`config.mk`:
```
export PLATFORM = sky130hd
export DESIGN_NAME = lsu_stage_flat
export DESIGN_NICKNAME = d
export VERILOG_FILES = /design/src/rtl/lsu_stage_if.sv /design/src/rtl/lsu_stage.sv /design/src/flat_wrapper.sv
export SDC_FILE = /design/constraint.sdc
export NUM_CORES = 1
export LEC_CHECK = 0
export CORE_MARGIN = 4
export CORE_UTILIZATION = 46
export DETAILED_ROUTE_END_ITERATION = 7
export MAX_ROUTING_LAYER = met4
export PLACE_DENSITY = 0.82
export SLEW_MARGIN = 20
export SYNTH_ARGS = -nofsm -noshare
export SYNTH_HDL_FRONTEND = slang
export SYNTH_SLANG_ARGS = --single-unit
export TNS_END_PERCENT = 50
```
`constraint.sdc`:
```
create_clock -name i_clk -period 5.9 [get_ports i_clk]
set_input_delay 1.18 -clock i_clk [delete_from_list [all_inputs] [get_ports i_clk]]
set_output_delay 1.18 -clock i_clk [all_outputs]
set_load 0.02 [all_outputs]
```
`src/rtl/lsu_stage_if.sv`:
```
// lsu_stage_if: data-memory request/acknowledge bus with per-byte lane enables.
// The master drives the request; the slave answers with ack and read data.
interface lsu_stage_if #(
    parameter int DATA_W = 32,
    parameter int ADDR_W = 32
);
    logic                  req;
    logic                  we;
    logic [ADDR_W-1:0]     addr;
    logic [DATA_W/8-1:0]   be;
    logic [DATA_W-1:0]     wdata;
    logic                  ack;
    logic [DATA_W-1:0]     rdata;
    modport master(output req, we, addr, be, wdata, input ack, rdata);
    modport slave(input req, we, addr, be, wdata, output ack, rdata);
endinterface

```
`src/rtl/lsu_stage.sv`:
```
// lsu_stage: FRI-V memory-access stage with lane formatting, bus timeout and one result per instruction.
// Define LSU_MISALIGN_TRAP_EN to trap misaligned accesses; otherwise they are forced aligned.
module lsu_stage #(
    parameter int DATA_W  = 32,
    parameter int ADDR_W  = 32,
    parameter int TIMEOUT = 255
) (
    input  logic              i_clk,
    input  logic              i_rst,
    input  logic              i_flush,
    input  logic              i_stall,
    input  logic              i_valid,
    input  logic [3:0]        i_memop,
    input  logic [4:0]        i_rd,
    input  logic [ADDR_W-1:0] i_pc,
    input  logic [DATA_W-1:0] i_alu_data,
    input  logic [DATA_W-1:0] i_store_data,
    lsu_stage_if.master       mem,
    output logic              o_busy,
    output logic              o_valid,
    output logic [4:0]        o_rd,
    output logic [ADDR_W-1:0] o_pc,
    output logic [DATA_W-1:0] o_result,
    output logic              o_exc,
    output logic [3:0]        o_exc_cause
);
    localparam int NB = DATA_W / 8;
    localparam int OW = $clog2(NB);
    localparam int CW = TIMEOUT > 1 ? $clog2(TIMEOUT + 1) : 1;
    localparam logic [CW-1:0] LAST = CW'(TIMEOUT > 0 ? TIMEOUT - 1 : 0);

    typedef enum logic [1:0] {IDLE, WAIT, DONE} state_t;
    state_t state, state_n;

    function automatic logic [1:0] op_size(input logic [3:0] op);
        return (op == 4'd1 || op == 4'd4 || op == 4'd6) ? 2'd0 :
               (op == 4'd2 || op == 4'd5 || op == 4'd7) ? 2'd1 :
               (op == 4'd9 || op == 4'd11) ? 2'd3 : 2'd2;
    endfunction

    function automatic logic is_mem(input logic [3:0] op);
        return (op inside {[4'd1:4'd8]}) || (DATA_W == 64 && (op inside {[4'd9:4'd11]}));
    endfunction

    function automatic logic is_store(input logic [3:0] op);
        return op inside {4'd6, 4'd7, 4'd8, 4'd11};
    endfunction

    function automatic logic [OW-1:0] low_mask(input logic [1:0] sz);
        return OW'((1 << sz) - 1);
    endfunction

    logic              v_q, exc_q;
    logic [3:0]        op_q, cause_q;
    logic [4:0]        rd_q;
    logic [ADDR_W-1:0] pc_q, ea;
    logic [DATA_W-1:0] alu_q, sd_q, res_q, lane, ld_data;
    logic [CW-1:0]     cnt;
    logic              cap, in_trap, go, to_hit;
    logic [1:0]        sz;
    logic [OW-1:0]     off;
    logic [NB-1:0]     smask;

    always_comb begin
        cap = !i_stall && state != WAIT;
`ifdef LSU_MISALIGN_TRAP_EN
        in_trap = i_valid && !i_flush && is_mem(i_memop) &&
                  |(i_alu_data[OW-1:0] & low_mask(op_size(i_memop)));
`else
        in_trap = 1'b0;
`endif
        go = i_valid && !i_flush && is_mem(i_memop) && !in_trap;
        to_hit = TIMEOUT != 0 && cnt == LAST && !mem.ack;
    end

    always_ff @(posedge i_clk or posedge i_rst) begin
        if (i_rst) state <= IDLE;
        else state <= state_n;
    end

    always_comb
        state_n = state == WAIT ? ((mem.ack || to_hit) ? DONE : WAIT) :
                  cap ? (go ? WAIT : IDLE) : state;

    // The valid bit obeys flush in every state, so a killed WAIT still finishes its bus cycle silently
    always_ff @(posedge i_clk or posedge i_rst) begin
        if (i_rst) begin
            v_q     <= 1'b0;
            exc_q   <= 1'b0;
            op_q    <= '0;
            cause_q <= '0;
            rd_q    <= '0;
            pc_q    <= '0;
            alu_q   <= '0;
            sd_q    <= '0;
            res_q   <= '0;
            cnt     <= '0;
        end else begin
            if (i_flush) v_q <= 1'b0;
            else if (cap) v_q <= i_valid;
            if (state == WAIT) begin
                cnt <= cnt + CW'(1);
                if (mem.ack) res_q <= is_store(op_q) ? alu_q : ld_data;
                else if (to_hit) begin
                    exc_q   <= 1'b1;
                    cause_q <= is_store(op_q) ? 4'd7 : 4'd5;
                end
            end else if (cap) begin
                op_q    <= i_memop;
                rd_q    <= i_rd;
                pc_q    <= i_pc;
                alu_q   <= i_alu_data;
                sd_q    <= i_store_data;
                res_q   <= i_alu_data;
                exc_q   <= in_trap;
                cause_q <= is_store(i_memop) ? 4'd6 : 4'd4;
                cnt     <= '0;
            end
        end
    end

    always_comb begin
        sz = op_size(op_q);
        off = alu_q[OW-1:0] & ~low_mask(sz);
        smask = NB'((1 << (1 << sz)) - 1);
        ea = ADDR_W'(alu_q);
        lane = mem.rdata >> {off, 3'b000};
        ld_data = op_q == 4'd1  ? DATA_W'($signed(lane[7:0])) :
                  op_q == 4'd2  ? DATA_W'($signed(lane[15:0])) :
                  op_q == 4'd3  ? DATA_W'($signed(lane[31:0])) :
                  op_q == 4'd4  ? DATA_W'(lane[7:0]) :
                  op_q == 4'd5  ? DATA_W'(lane[15:0]) :
                  op_q == 4'd10 ? DATA_W'(lane[31:0]) : lane;
        mem.req = state == WAIT;
        mem.we = state == WAIT && is_store(op_q);
        mem.addr = {ea[ADDR_W-1:OW], OW'(0)};
        mem.be = state == WAIT ? smask << off : '0;
        mem.wdata = sz == 2'd0 ? {NB{sd_q[7:0]}} :
                    sz == 2'd1 ? {(NB/2){sd_q[15:0]}} :
                    sz == 2'd2 ? {(NB/4){sd_q[31:0]}} : sd_q;
        o_busy = state == WAIT;
        o_valid = v_q && state != WAIT;
        o_rd = rd_q;
        o_pc = pc_q;
        o_result = res_q;
        o_exc = v_q && state != WAIT && exc_q;
        o_exc_cause = (v_q && state != WAIT && exc_q) ? cause_q : 4'd0;
    end
endmodule

```
`src/flat_wrapper.sv`:
```
// flat-port wrapper written by rule: the top's interface ports become plain ports
module lsu_stage_flat 
#(
    parameter int DATA_W  = 32,
    parameter int ADDR_W  = 32,
    parameter int TIMEOUT = 255
)
  (i_clk, i_rst, i_flush, i_stall, i_valid, i_memop, i_rd, i_pc, i_alu_data, i_store_data, o_busy, o_valid, o_rd, o_pc, o_result, o_exc, o_exc_cause, mem_req, mem_we, mem_addr, mem_be, mem_wdata, mem_ack, mem_rdata);
  lsu_stage_if #(.DATA_W(DATA_W), .ADDR_W(ADDR_W)) mem_i ();
  input  logic i_clk;
  input  logic i_rst;
  input  logic i_flush;
  input  logic i_stall;
  input  logic i_valid;
  input  logic [3:0] i_memop;
  input  logic [4:0] i_rd;
  input  logic [ADDR_W-1:0] i_pc;
  input  logic [DATA_W-1:0] i_alu_data;
  input  logic [DATA_W-1:0] i_store_data;
  output logic o_busy;
  output logic o_valid;
  output logic [4:0] o_rd;
  output logic [ADDR_W-1:0] o_pc;
  output logic [DATA_W-1:0] o_result;
  output logic o_exc;
  output logic [3:0] o_exc_cause;
  output wire logic [$bits(mem_i.req)-1:0] mem_req;
  output wire logic [$bits(mem_i.we)-1:0] mem_we;
  output wire logic [$bits(mem_i.addr)-1:0] mem_addr;
  output wire logic [$bits(mem_i.be)-1:0] mem_be;
  output wire logic [$bits(mem_i.wdata)-1:0] mem_wdata;
  input wire logic [$bits(mem_i.ack)-1:0] mem_ack;
  input wire logic [$bits(mem_i.rdata)-1:0] mem_rdata;
  assign mem_req = mem_i.req;
  assign mem_we = mem_i.we;
  assign mem_addr = mem_i.addr;
  assign mem_be = mem_i.be;
  assign mem_wdata = mem_i.wdata;
  assign mem_i.ack = mem_ack;
  assign mem_i.rdata = mem_rdata;
  lsu_stage #(.DATA_W(DATA_W), .ADDR_W(ADDR_W), .TIMEOUT(TIMEOUT)) u_core (.i_clk(i_clk), .i_rst(i_rst), .i_flush(i_flush), .i_stall(i_stall), .i_valid(i_valid), .i_memop(i_memop), .i_rd(i_rd), .i_pc(i_pc), .i_alu_data(i_alu_data), .i_store_data(i_store_data), .mem(mem_i), .o_busy(o_busy), .o_valid(o_valid), .o_rd(o_rd), .o_pc(o_pc), .o_result(o_result), .o_exc(o_exc), .o_exc_cause(o_exc_cause));
endmodule
```
==> results of run 1 <==
==> power by group through the flow <==
stage	Clock (W)	Sequential, W	Combinational (W)
6_report	0.00111	0.00195	0.00378
5_1_grt	0.00116	0.00202	0.00406
4_1_cts	0.00112	0.00194	0.00377
3_5_place_dp	0	0.00195	0.00376
3_3_place_gp	0	0.00194	0.00371
2_1_floorplan	0	0.00208	0.00211
==> cell usage after synthesis, drive strengths merged (13+ instances only) <==
library cell / count
clkbuf: 41
a31oi: 13
nor2: 26
buf: 60
nor3: 23
a221oi: 14
o21ai: 54
o22a: 14
dfrtp: 151
nand2: 382
mux2i: 25
a21oi: 31
mux2: 16
==> kinds of logic (layout without fill, tap and decap cells) <==
group / count (synthesis) / after routing / share of synthesized area
AND/OR/NAND/NOR: 484 / 484 / 0.2476
AO/OA/AOI/OAI: 179 / 179 / 0.1499
flip-flops: 151 / 151 / 0.4662
buffers and inverters: 111 / 340 / 0.07549
multiplexers: 41 / 41 / 0.05310
XOR/XNOR: 3 / 3 / 0.004169
adder cells (fa/ha/maj): 2 / 2 / 0.003087
other: 1 / 4 / 0.0004627
==> worst register-to-register path, delay by kind of cell (launching register included) <==
| kind | cells | cell delay [ns] |
|---|---|---|
| buf+inv | 3 | 1.42 |
| simple gates | 2 | 0.33 |
| compound gates | 2 | 0.40 |
| flops | 1 | 0.39 |
| mux | 1 | 0.24 |
==> registers in the layout, summed over array words and instances (netlist names) <==
| name | count |
|---|---|
| u_core.cnt | 8 |
| u_core.o_pc | 32 |
| u_core.sd_q | 32 |
| u_core.state | 2 |
| u_core.v_q | 1 |
| u_core.cause_q | 3 |
| u_core.o_rd | 5 |
| u_core.o_result | 32 |
| u_core.op_q | 4 |
| u_core.alu_q | 32 |
==> final cells by class <==
class	instances	area share
clock buffer	19	0.03973
clock inverter	13	0.01251
antenna	1	0.0002195
sequential	151	0.3315
tap	225	0.02470
inverter	10	0.003732
timing repair buffer	298	0.2588
multi-input combinational	712	0.3288
==> per-stage QoR <==
stage / setup WS (ns) / hold slack, ns
after floorplan: 0.6553 / 0.4301
after global placement: 1.769 / 0.4507
after detailed placement: 1.691 / 0.4544
after CTS: 1.361 / 0.4681
after global routing: 1.280 / 0.4783
final: 1.495 / 0.4634
==> worst max path at each step <==
stage	endpoint	slack (ns)
after global routing	mem_be[3]	1.28
after global placement	u_core.o_result[24]$_DFFE_PP0P_	1.77
after detailed placement	u_core.o_result[25]$_DFFE_PP0P_	1.69
after CTS	mem_wdata[30]	1.36
after floorplan	u_core.alu_q[0]$_DFFE_PP0P_	0.66
final	mem_be[3]	1.50
==> layer usage <==
layer / up-vias / track usage
met5: - / -
met4: 0 / 0.1219
met3: 73 / 0.06411
met2: 368 / 0.4214
met1: 3713 / 0.3525
li1: 3694 / -
==> metrics.md, run 1 <==
| Metric | Value |
|---|---|
| Hold Path Stages | `1` |
| Cell depth of the worst setup path | `5` |
| Die Area | `19,810 sq um` |
| GP Congestion | `a little over 0.9` |
| # nets final | `1,335` |
| Share of the synthesized area in the top cell type | `0.4662` |
| Initial antenna violation count | `1` |
| Num Clock Sinks | `151` |
| I/O Pins | `289` |
| Combinational power share | `0.553` |
| YS warnings | `0` |
| Root Driver | `clkbuf_16` |
| Main synth FF type | `dfrtp_1` |
| Maxcap violations | `0` |
| Most common cell after layout, fill and taps aside | `nand2_1` |
| Deepest clock path buffer count | `2` |
| Post-cts resize count | `0` |
| Worst R2R Setup Slack | `3.02 ns` |
| Sw Share | `0.4482` |
| Maximum VDD drop | `between 0.0003 and 0.0004 V` |
| Final Hold Fails | `0` |
| CTS tree | `built` |
| Drc violations | `0` |
| RSZ-0062 raised after global routing | `no` |
| Vias per inst | `5.492` |
| Total core area | `17,300 sq um` |
| First-pass GRT wire length | `42,070 um` |
| Leakage | `about 5.2 nW` |
| Hold path startpoint | `u_core.cause_q[2]$_DFFE_PP0P_` |
| Max Clock Skew | `0.009083 ns` |
| Slowest stage delay, CP | `0.64 ns` |
| Placed insts | `1,396` |
| Met2 routed WL | `12,490 um` |
| Slew HR | `0.4156` |
| CTS buffer count | `17` |
| Rows | `48` |
| Worst-path clk slew | `0.06 ns` |
| Crit Path Class | `register to output pin` |
| Most frequent cells in the layout | `nand2_1, clkdlybuf4s50_1, dfrtp_1, o21ai_0, a21oi_1` |
| Vias in the first global route | `between 7,000 and 8,000` |
| Total internal power | `0.003772 W` |
| CP max stage cell | `clkdlybuf4s50_1` |
| Final core occ | `0.6591` |
| Finished Cell Area | `11,400 sq um` |
| Synth unique cells | `62` |
| Number of synthesized flops with an enable pin | `0` |
| Power density over the cells | `roughly 600 nW/um^2` |
| Routed WL | `26,810 um` |
| Final Setup Violations | `0` |
| Final Instance Count excl. Fillers | `1,429` |
| Area of the multi-input gates | `3749 sq um` |
| Share of cells above drive strength 1 | `0.05403` |
| Worst-Skew Late Latency | `0.43 ns` |
| Sequential cell area | `approximately 3800 sq um` |
| R2R depth | `8` |
| CP required | `4.72 ns` |
| Area grow syn2layout | `40.65%` |
| Synthesized area | `8105 sq um` |
| Largest net degree at the start of global routing | `73` |
| Clk pwr share | `0.162` |
| Worst r2r src | `u_core.state[1]$_DFFE_PP0P_` |
| Final worst path period need | `approximately 4.4 ns` |
| Fillers | `1,480` |
| Crit share post-route | `0.7466` |
| H-tree depth | `4` |
| Register area share after synthesis | `0.4662` |
| Fmax | `0.2270 GHz` |
| Synth Register Bits | `roughly 150` |
| Highest metal used | `met4` |
| Setup TNS Final | `0 ns` |
| Met3 WL post-DR | `2069 um` |
| HPWL Detailed | `just under 20,000 um` |
| Vias post-DR | `~8,000` |
| Post-DR wirelength/cell | `18.76 um` |
| CP endpoint kind | `output pin` |
| Final Total Pwr | `0.006835 W` |
| DRT iter0 DRCs | `588` |
| ANT nets after route | `0` |
| Hold_buf cts | `0` |
| Port Buffer Count | `between 200 and 300` |
| Crit path launch | `u_core.op_q[1]$_DFFE_PP0P_` |
| Initial core utilization | `0.4686` |
| Hold Path End | `u_core.cause_q[2]$_DFFE_PP0P_` |
| WL met1 | `about 11,000 um` |
| Total GRT Usage | `0.2759` |
| Flop pwr share | `0.285` |
| Max-slew violation count | `0` |
| Worst path top cell family by delay | `buffers and inverters` |
| Buf/Inv on CP | `2` |
| Worst-path cell chain | `xor2_2, o21ai_1, clkinv_1, a21oi_1, clkdlybuf4s50_1` |
| Crit path max fanout | `14` |
| Die H | `140.7 um` |
| Worst r2r dst | `u_core.o_result[31]$_DFFE_PP0P_` |
| Synth Area per Inst | `8.339 sq um` |
| Status | `finished clean` |
| Worst hold path type | `register to register` |
| Yosys top cell by area | `dfrtp_1` |
| Crit path launch type | `register` |
| Worst Tran Pin Value | `about 0.9 ns` |
| Switch Pwr | `roughly 0.003 W` |
| Cell Area, Placed | `about 11,000 sq um` |
| Grt ovf | `0` |
| Synth area leaders | `dfrtp_1, nand2_1, buf_4, mux2i_1, o21ai_0` |
| Cells after Synth | `972` |
| Setup bufs post-CTS | `0` |
| CP arrival | `3.22 ns` |
| FFs w/ async S/R, synth | `1.000` |
| Width of the chip | `between 100 and 150 um` |
| Pre-antenna DRT Iters | `5` |
(Power assumes the default switching activity.)
==> run 2: changes to the inputs <==
--- a/config.mk
+++ b/config.mk
@@ -6,10 +6,10 @@
 export NUM_CORES = 1
 export LEC_CHECK = 0
 export CORE_MARGIN = 4
-export CORE_UTILIZATION = 46
+export CORE_UTILIZATION = 41
 export DETAILED_ROUTE_END_ITERATION = 7
 export MAX_ROUTING_LAYER = met4
-export PLACE_DENSITY = 0.82
+export PLACE_DENSITY = 0.77
 export SLEW_MARGIN = 20
 export SYNTH_ARGS = -nofsm -noshare
 export SYNTH_HDL_FRONTEND = slang
==> constraint.sdc (replaced) <==
create_clock -name i_clk -period 3.9 [get_ports i_clk]
set_input_delay 0.78 -clock i_clk [delete_from_list [all_inputs] [get_ports i_clk]]
set_output_delay 0.78 -clock i_clk [all_outputs]
set_load 0.02 [all_outputs]
==> metrics.md, run 2 (synthesis results as in run 1) <==
| Metric | Value |
|---|---|
| Pre-antenna DRT Iters | `5` |
| Combinational power share | `0.555` |
| Vias per inst | `5.319` |
| I/O Pins | `289` |
| Vias post-DR | `just under 8,000` |
| Flop pwr share | `0.279` |
| CTS tree | `built` |
| H-tree depth | `4` |
| Post-DR wirelength/cell | `18.67 um` |
| Final worst slack | `0.3202 ns` |
| Hold_buf cts | `0` |
| Final worst path period need | `3.580 ns` |
| Num Clock Sinks | `151` |
| Power density over the cells | `roughly 900 nW/um^2` |
| Crit Path Class | `register to output pin` |
| Clk pwr share | `0.166` |
| Crit path max fanout | `17` |
| Cell depth of the worst setup path | `6` |
| HPWL Detailed | `20,120 um` |
| Worst-path cell chain | `inv_1, nand3b_1, a21oi_4, mux2i_1, o21ai_0, clkdlybuf4s50_1` |
| Leakage | `5.250 nW` |
| Switch Pwr | `about 0.0046 W` |
| Width of the chip | `148.6 um` |
| Fmax | `around 0.28 GHz` |
| Die H | `148.6 um` |
| RSZ-0062 raised after global routing | `no` |
| Final Setup Violations | `0` |
| Maximum VDD drop | `0.0005147 V` |
| Slowest stage delay, CP | `0.65 ns` |
| Setup TNS Final | `0 ns` |
| Fillers | `1,755` |
| Worst-path clk slew | `0.06 ns` |
| # nets final | `1,346` |
| Final Hold Fails | `0` |
| Grt ovf | `0` |
| Port Buffer Count | `285` |
| Initial antenna violation count | `1` |
| Maxcap violations | `0` |
| Root Driver | `clkbuf_16` |
| R2R depth | `7` |
| Most frequent cells in the layout | `nand2_1, clkdlybuf4s50_1, dfrtp_1, o21ai_0, a21oi_1` |
| Worst-Skew Late Latency | `0.43 ns` |
| Sw Share | `0.4411` |
| Deepest clock path buffer count | `2` |
| Total internal power | `0.005873 W` |
| Drc violations | `0` |
| Slew HR | `0.4376` |
| DRT iter0 DRCs | `457` |
| Max-slew violation count | `0` |
| Vias in the first global route | `7,699` |
| Total core area | `around 20,000 sq um` |
| ANT nets after route | `0` |
| Die Area | `about 22,000 sq um` |
| Total GRT Usage | `0.2533` |
| Routed WL | `about 28,000 um` |
| Largest net degree at the start of global routing | `67` |
| First-pass GRT wire length | `42,500 um` |
| Worst path top cell family by delay | `buffers and inverters` |
| Status | `finished clean` |
| CP required | `around 3.1 ns` |
| Rows | `51` |
| Worst Tran Pin Value | `0.8396 ns` |
| Area grow syn2layout | `43.13%` |
| CTS buffer count | `17` |
| Share of cells above drive strength 1 | `0.06101` |
| Setup bufs post-CTS | `0` |
| Max Clock Skew | `0.01161 ns` |
| Initial core utilization | `0.4165` |
| Hold Path Stages | `2` |
| Dpl ws | `~0.57 ns` |
| Most common cell after layout, fill and taps aside | `nand2_1` |
| CP arrival | `2.80 ns` |
| Crit share post-route | `0.9179` |
| Crit path launch type | `register` |
| Buf/Inv on CP | `2` |
| GP Congestion | `0.8915` |
| CP endpoint kind | `output pin` |
| CP max stage cell | `clkdlybuf4s50_1` |
| Worst hold path type | `register to register` |
## run 2: cell count changes in the layout (fill, tap and decap cells not counted), sizes merged
cell / change
clkinv: -2
clkbuf: +2
buf: +11
clkinvlp: +2
inv: -4
bufinv: +1
## run 2: layer usage
| metal | share of wire | GRT usage |
|---|---|---|
| met1 | 0.42 | 0.3244 |
| met2 | 0.48 | 0.3976 |
| met3 | 0.077 | 0.05180 |
| met4 | 0.026 | 0.09885 |
| met5 | 0 | - |
## run 2: path summary, 6_finish.rpt
kind / start / slack [ns] / to
setup / recovery: u_core.op_q[2]$_DFFE_PP0P_ / 0.32 / mem_wdata[31]
hold / removal: u_core.o_rd[4]$_DFFE_PP0P_ / 0.47 / u_core.o_rd[4]$_DFFE_PP0P_
setup reg to reg: u_core.state[1]$_DFFE_PP0P_ / 1.34 / u_core.o_result[11]$_DFFE_PP0P_
hold reg to reg: u_core.o_rd[4]$_DFFE_PP0P_ / 0.47 / u_core.o_rd[4]$_DFFE_PP0P_
max in group asynchronous: i_rst / 2.35 / u_core.o_result[11]$_DFFE_PP0P_
min in group asynchronous: i_rst / 0.79 / u_core.o_pc[23]$_DFFE_PP0P_
## run 2: power by group through the flow
| stage | clock [W] | sequential [W] | combinational, W |
|---|---|---|---|
| after floorplan | 0 | 0.00314 | 0.00319 |
| after global placement | 0 | 0.00292 | 0.00573 |
| final | 0.00175 | 0.00293 | 0.00583 |
| after detailed placement | 0 | 0.00293 | 0.00582 |
| after CTS | 0.00177 | 0.00292 | 0.00584 |
| after global routing | 0.00183 | 0.00303 | 0.00626 |
## run 2: layout make-up
class | count | area [sq um] | share of cell area
sequential | 151 | 3779 | 0.3257
multi-input combinational | 712 | 3752 | 0.3234
timing repair buffer | 309 | 3070 | 0.2647
clock buffer | 21 | 480.5 | 0.04142
tap | 265 | 331.6 | 0.02858
clock inverter | 10 | 143.9 | 0.01240
inverter | 10 | 41.29 | 0.003559
antenna | 1 | 2.502 | 0.0002157
## run 2: tightest hold or removal path, cell delays in order, from the launching register on
cell and delay [ns]:
dfrtp_1 0.34, nand2_1 0.05, nand2_1 0.06
## run 2: metrics by stage
| stage | instance area [sq um] | hold WS, ns | std cells | total power [W] | utilization |
|---|---|---|---|---|---|
| 2_1_floorplan | 8117 | 0.4301 | 974 | 0.006333 | - |
| 3_3_place_gp | 10960 | 0.4569 | 1447 | 0.008652 | 0.5633 |
| 3_5_place_dp | 10960 | 0.4607 | 1447 | 0.008749 | 0.5633 |
| 4_1_cts | 11590 | 0.4756 | 1478 | 0.01053 | 0.5954 |
| 5_1_grt | 11600 | 0.4892 | 1479 | 0.01113 | 0.5961 |
| 6_report | 11600 | 0.4719 | 1479 | 0.01051 | 0.5961 |
## run 2: what timing repair did
| action | 4_1_cts | 5_1_grt |
|---|---|---|
| hold endpoints to repair | 0 | 0 |
| gates resized for setup | 0 | 2 |
| setup endpoints to repair | 0 | 9 |
==> run 3: changes to the inputs <==
--- a/config.mk
+++ b/config.mk
@@ -5,12 +5,10 @@
 export SDC_FILE = /design/constraint.sdc
 export NUM_CORES = 1
 export LEC_CHECK = 0
-export CORE_MARGIN = 4
 export CORE_UTILIZATION = 41
 export DETAILED_ROUTE_END_ITERATION = 7
 export MAX_ROUTING_LAYER = met4
 export PLACE_DENSITY = 0.77
-export SLEW_MARGIN = 20
 export SYNTH_ARGS = -nofsm -noshare
 export SYNTH_HDL_FRONTEND = slang
 export SYNTH_SLANG_ARGS = --single-unit
==> metrics.md, run 3 (synthesis results as in run 1) <==
| Metric | Value |
|---|---|
| Status | `finished clean` |
| Clk pwr share | `0.162` |
| Worst-Skew Late Latency | `0.43 ns` |
| Leakage | `5.244 nW` |
| Final Setup Violations | `0` |
| Power density over the cells | `901.2 nW/um^2` |
| Switch Pwr | `0.004633 W` |
| Area grow syn2layout | `42.82%` |
| Grt ovf | `0` |
| RSZ-0062 raised after global routing | `no` |
| Final Instance Count excl. Fillers | `1,480` |
| Vias per inst | `5.316` |
| Root Driver | `clkbuf_16` |
| Crit Path Class | `register to output pin` |
| Port Buffer Count | `285` |
| Final worst path period need | `3.747 ns` |
| Final Hold Fails | `0` |
| Worst Tran Pin Value | `just under 0.9 ns` |
| Die H | `approximately 140 um` |
| Sequential cell area | `3779 sq um` |
| Sw Share | `0.4441` |
| Hold path startpoint | `u_core.o_pc[20]$_DFFE_PP0P_` |
| Die Area | `20,330 sq um` |
| Max-slew violation count | `0` |
| Worst-path cell chain | `nor2b_1, o21ai_1, o21ai_0, a21oi_1, clkdlybuf4s50_1` |
| Most frequent cells in the layout | `nand2_1, clkdlybuf4s50_1, dfrtp_1, o21ai_0, a21oi_1` |
| Most common cell after layout, fill and taps aside | `nand2_1` |
| Dpl ws | `0.6339 ns` |
| Routed WL | `26,720 um` |
| Crit path launch type | `register` |
| HPWL Detailed | `18,940 um` |
| Final hold slack | `0.4733 ns` |
| Vias in the first global route | `7,396` |
| Largest net degree at the start of global routing | `~150` |
| Total internal power | `0.005799 W` |
| Drc violations | `0` |
| CTS tree | `built` |
| Hold Path Stages | `2` |
| Slew HR | `0.4009` |
| Pre-antenna DRT Iters | `5` |
| # nets final | `about 1,300` |
| Area of the multi-input gates | `3749 sq um` |
| R2R depth | `5` |
| CP endpoint kind | `output pin` |
| First-pass GRT wire length | `around 41,000 um` |
| Share of cells above drive strength 1 | `0.06091` |
| CP max stage cell | `o21ai_1` |
| Final worst slack | `0.1528 ns` |
| Buf/Inv on CP | `1` |
| Max Clock Skew | `0.01317 ns` |
| Final core occ | `0.5967` |
| CP required | `~3.1 ns` |
| Slowest stage delay, CP | `0.74 ns` |
| Total GRT Usage | `0.2731` |
| Width of the chip | `142.6 um` |
| Worst path top cell family by delay | `compound AO/OA/AOI/OAI gates` |
| Crit path launch | `u_core.op_q[2]$_DFFE_PP0P_` |
| Initial antenna violation count | `0` |
| Cell depth of the worst setup path | `5` |
| Initial core utilization | `0.4178` |
| Worst hold path type | `register to register` |
| N_diodes | `0` |
| Post-DR wirelength/cell | `18.06 um` |
| Total core area | `19,400 sq um` |
| ANT nets after route | `0` |
| I/O Pins | `about 290` |
| H-tree depth | `4` |
| Setup TNS Final | `0 ns` |
| Combinational power share | `0.558` |
| Crit share post-route | `0.9608` |
| Deepest clock path buffer count | `2` |
| Flop pwr share | `0.280` |
| GP Congestion | `0.8472` |
| CTS buffer count | `17` |
| Fmax | `0.2669 GHz` |
| Placed insts | `1,448` |
| Maxcap violations | `0` |
| Crit path max fanout | `17` |
| Num Clock Sinks | `151` |
| Vias post-DR | `7,868` |
| Worst-path clk slew | `0.07 ns` |
| Rows | `51` |
| Worst r2r src | `u_core.op_q[1]$_DFFE_PP0P_` |
| Fillers | `1,707` |
| DRT iter0 DRCs | `691` |
| Worst R2R Setup Slack | `1.30 ns` |
| Maximum VDD drop | `0.0005257 V` |
| CP arrival | `2.97 ns` |
| Hold_buf cts | `0` |
run 3: what timing repair did:
action / 4_1_cts / 5_1_grt
buffers inserted: 0 / 0
resized for setup: 0 / 1
setup endpoints to repair: 0 / 8
run 3: final timing paths:
path | to
setup / recovery | mem_be[3]
hold / removal | u_core.o_pc[20]$_DFFE_PP0P_
setup reg to reg | u_core.o_result[12]$_DFFE_PP0P_
hold reg to reg | u_core.o_pc[20]$_DFFE_PP0P_
max in group asynchronous | u_core.alu_q[18]$_DFFE_PP0P_
min in group asynchronous | u_core.o_rd[2]$_DFFE_PP0P_
run 3: final cells by class:
cell class                 count  share of cell area
clock buffer                  20             0.03945
tap                          265             0.02864
timing repair buffer         310              0.2659
sequential                   151              0.3264
inverter                      10            0.003567
clock inverter                12             0.01221
multi-input combinational    712              0.3238
run 3: power groups by stage:
stage / clock [W] / combinational [W] / sequential, W
finish: 0.00169 / 0.00583 / 0.00292
global route: 0.00178 / 0.00626 / 0.00301
CTS: 0.00171 / 0.00583 / 0.00291
detailed placement: 0 / 0.00581 / 0.00291
global placement: 0 / 0.00573 / 0.00290
floorplan: 0 / 0.00319 / 0.00314
run 3: metal layers:
metal,track usage,up-vias,wire (um)
met5,-,-,0
met4,0.09791,0,616
met2,0.4128,363,12540
met3,0.05922,41,1976
met1,0.3603,3751,11590
li1,-,3713,-
run 3: worst min-delay path, cell delays in order (launching register included):
cell	delay, ns
dfrtp_1	0.34
nand2_1	0.05
nand2_1	0.05
run 3: through the flow:
step                instance area, sq um  power [W]
finish                             11580    0.01043
global route                       11580    0.01105
CTS                                11570    0.01045
detailed placement                 10970   0.008721
global placement                   10970   0.008625
floorplan                           8117   0.006333
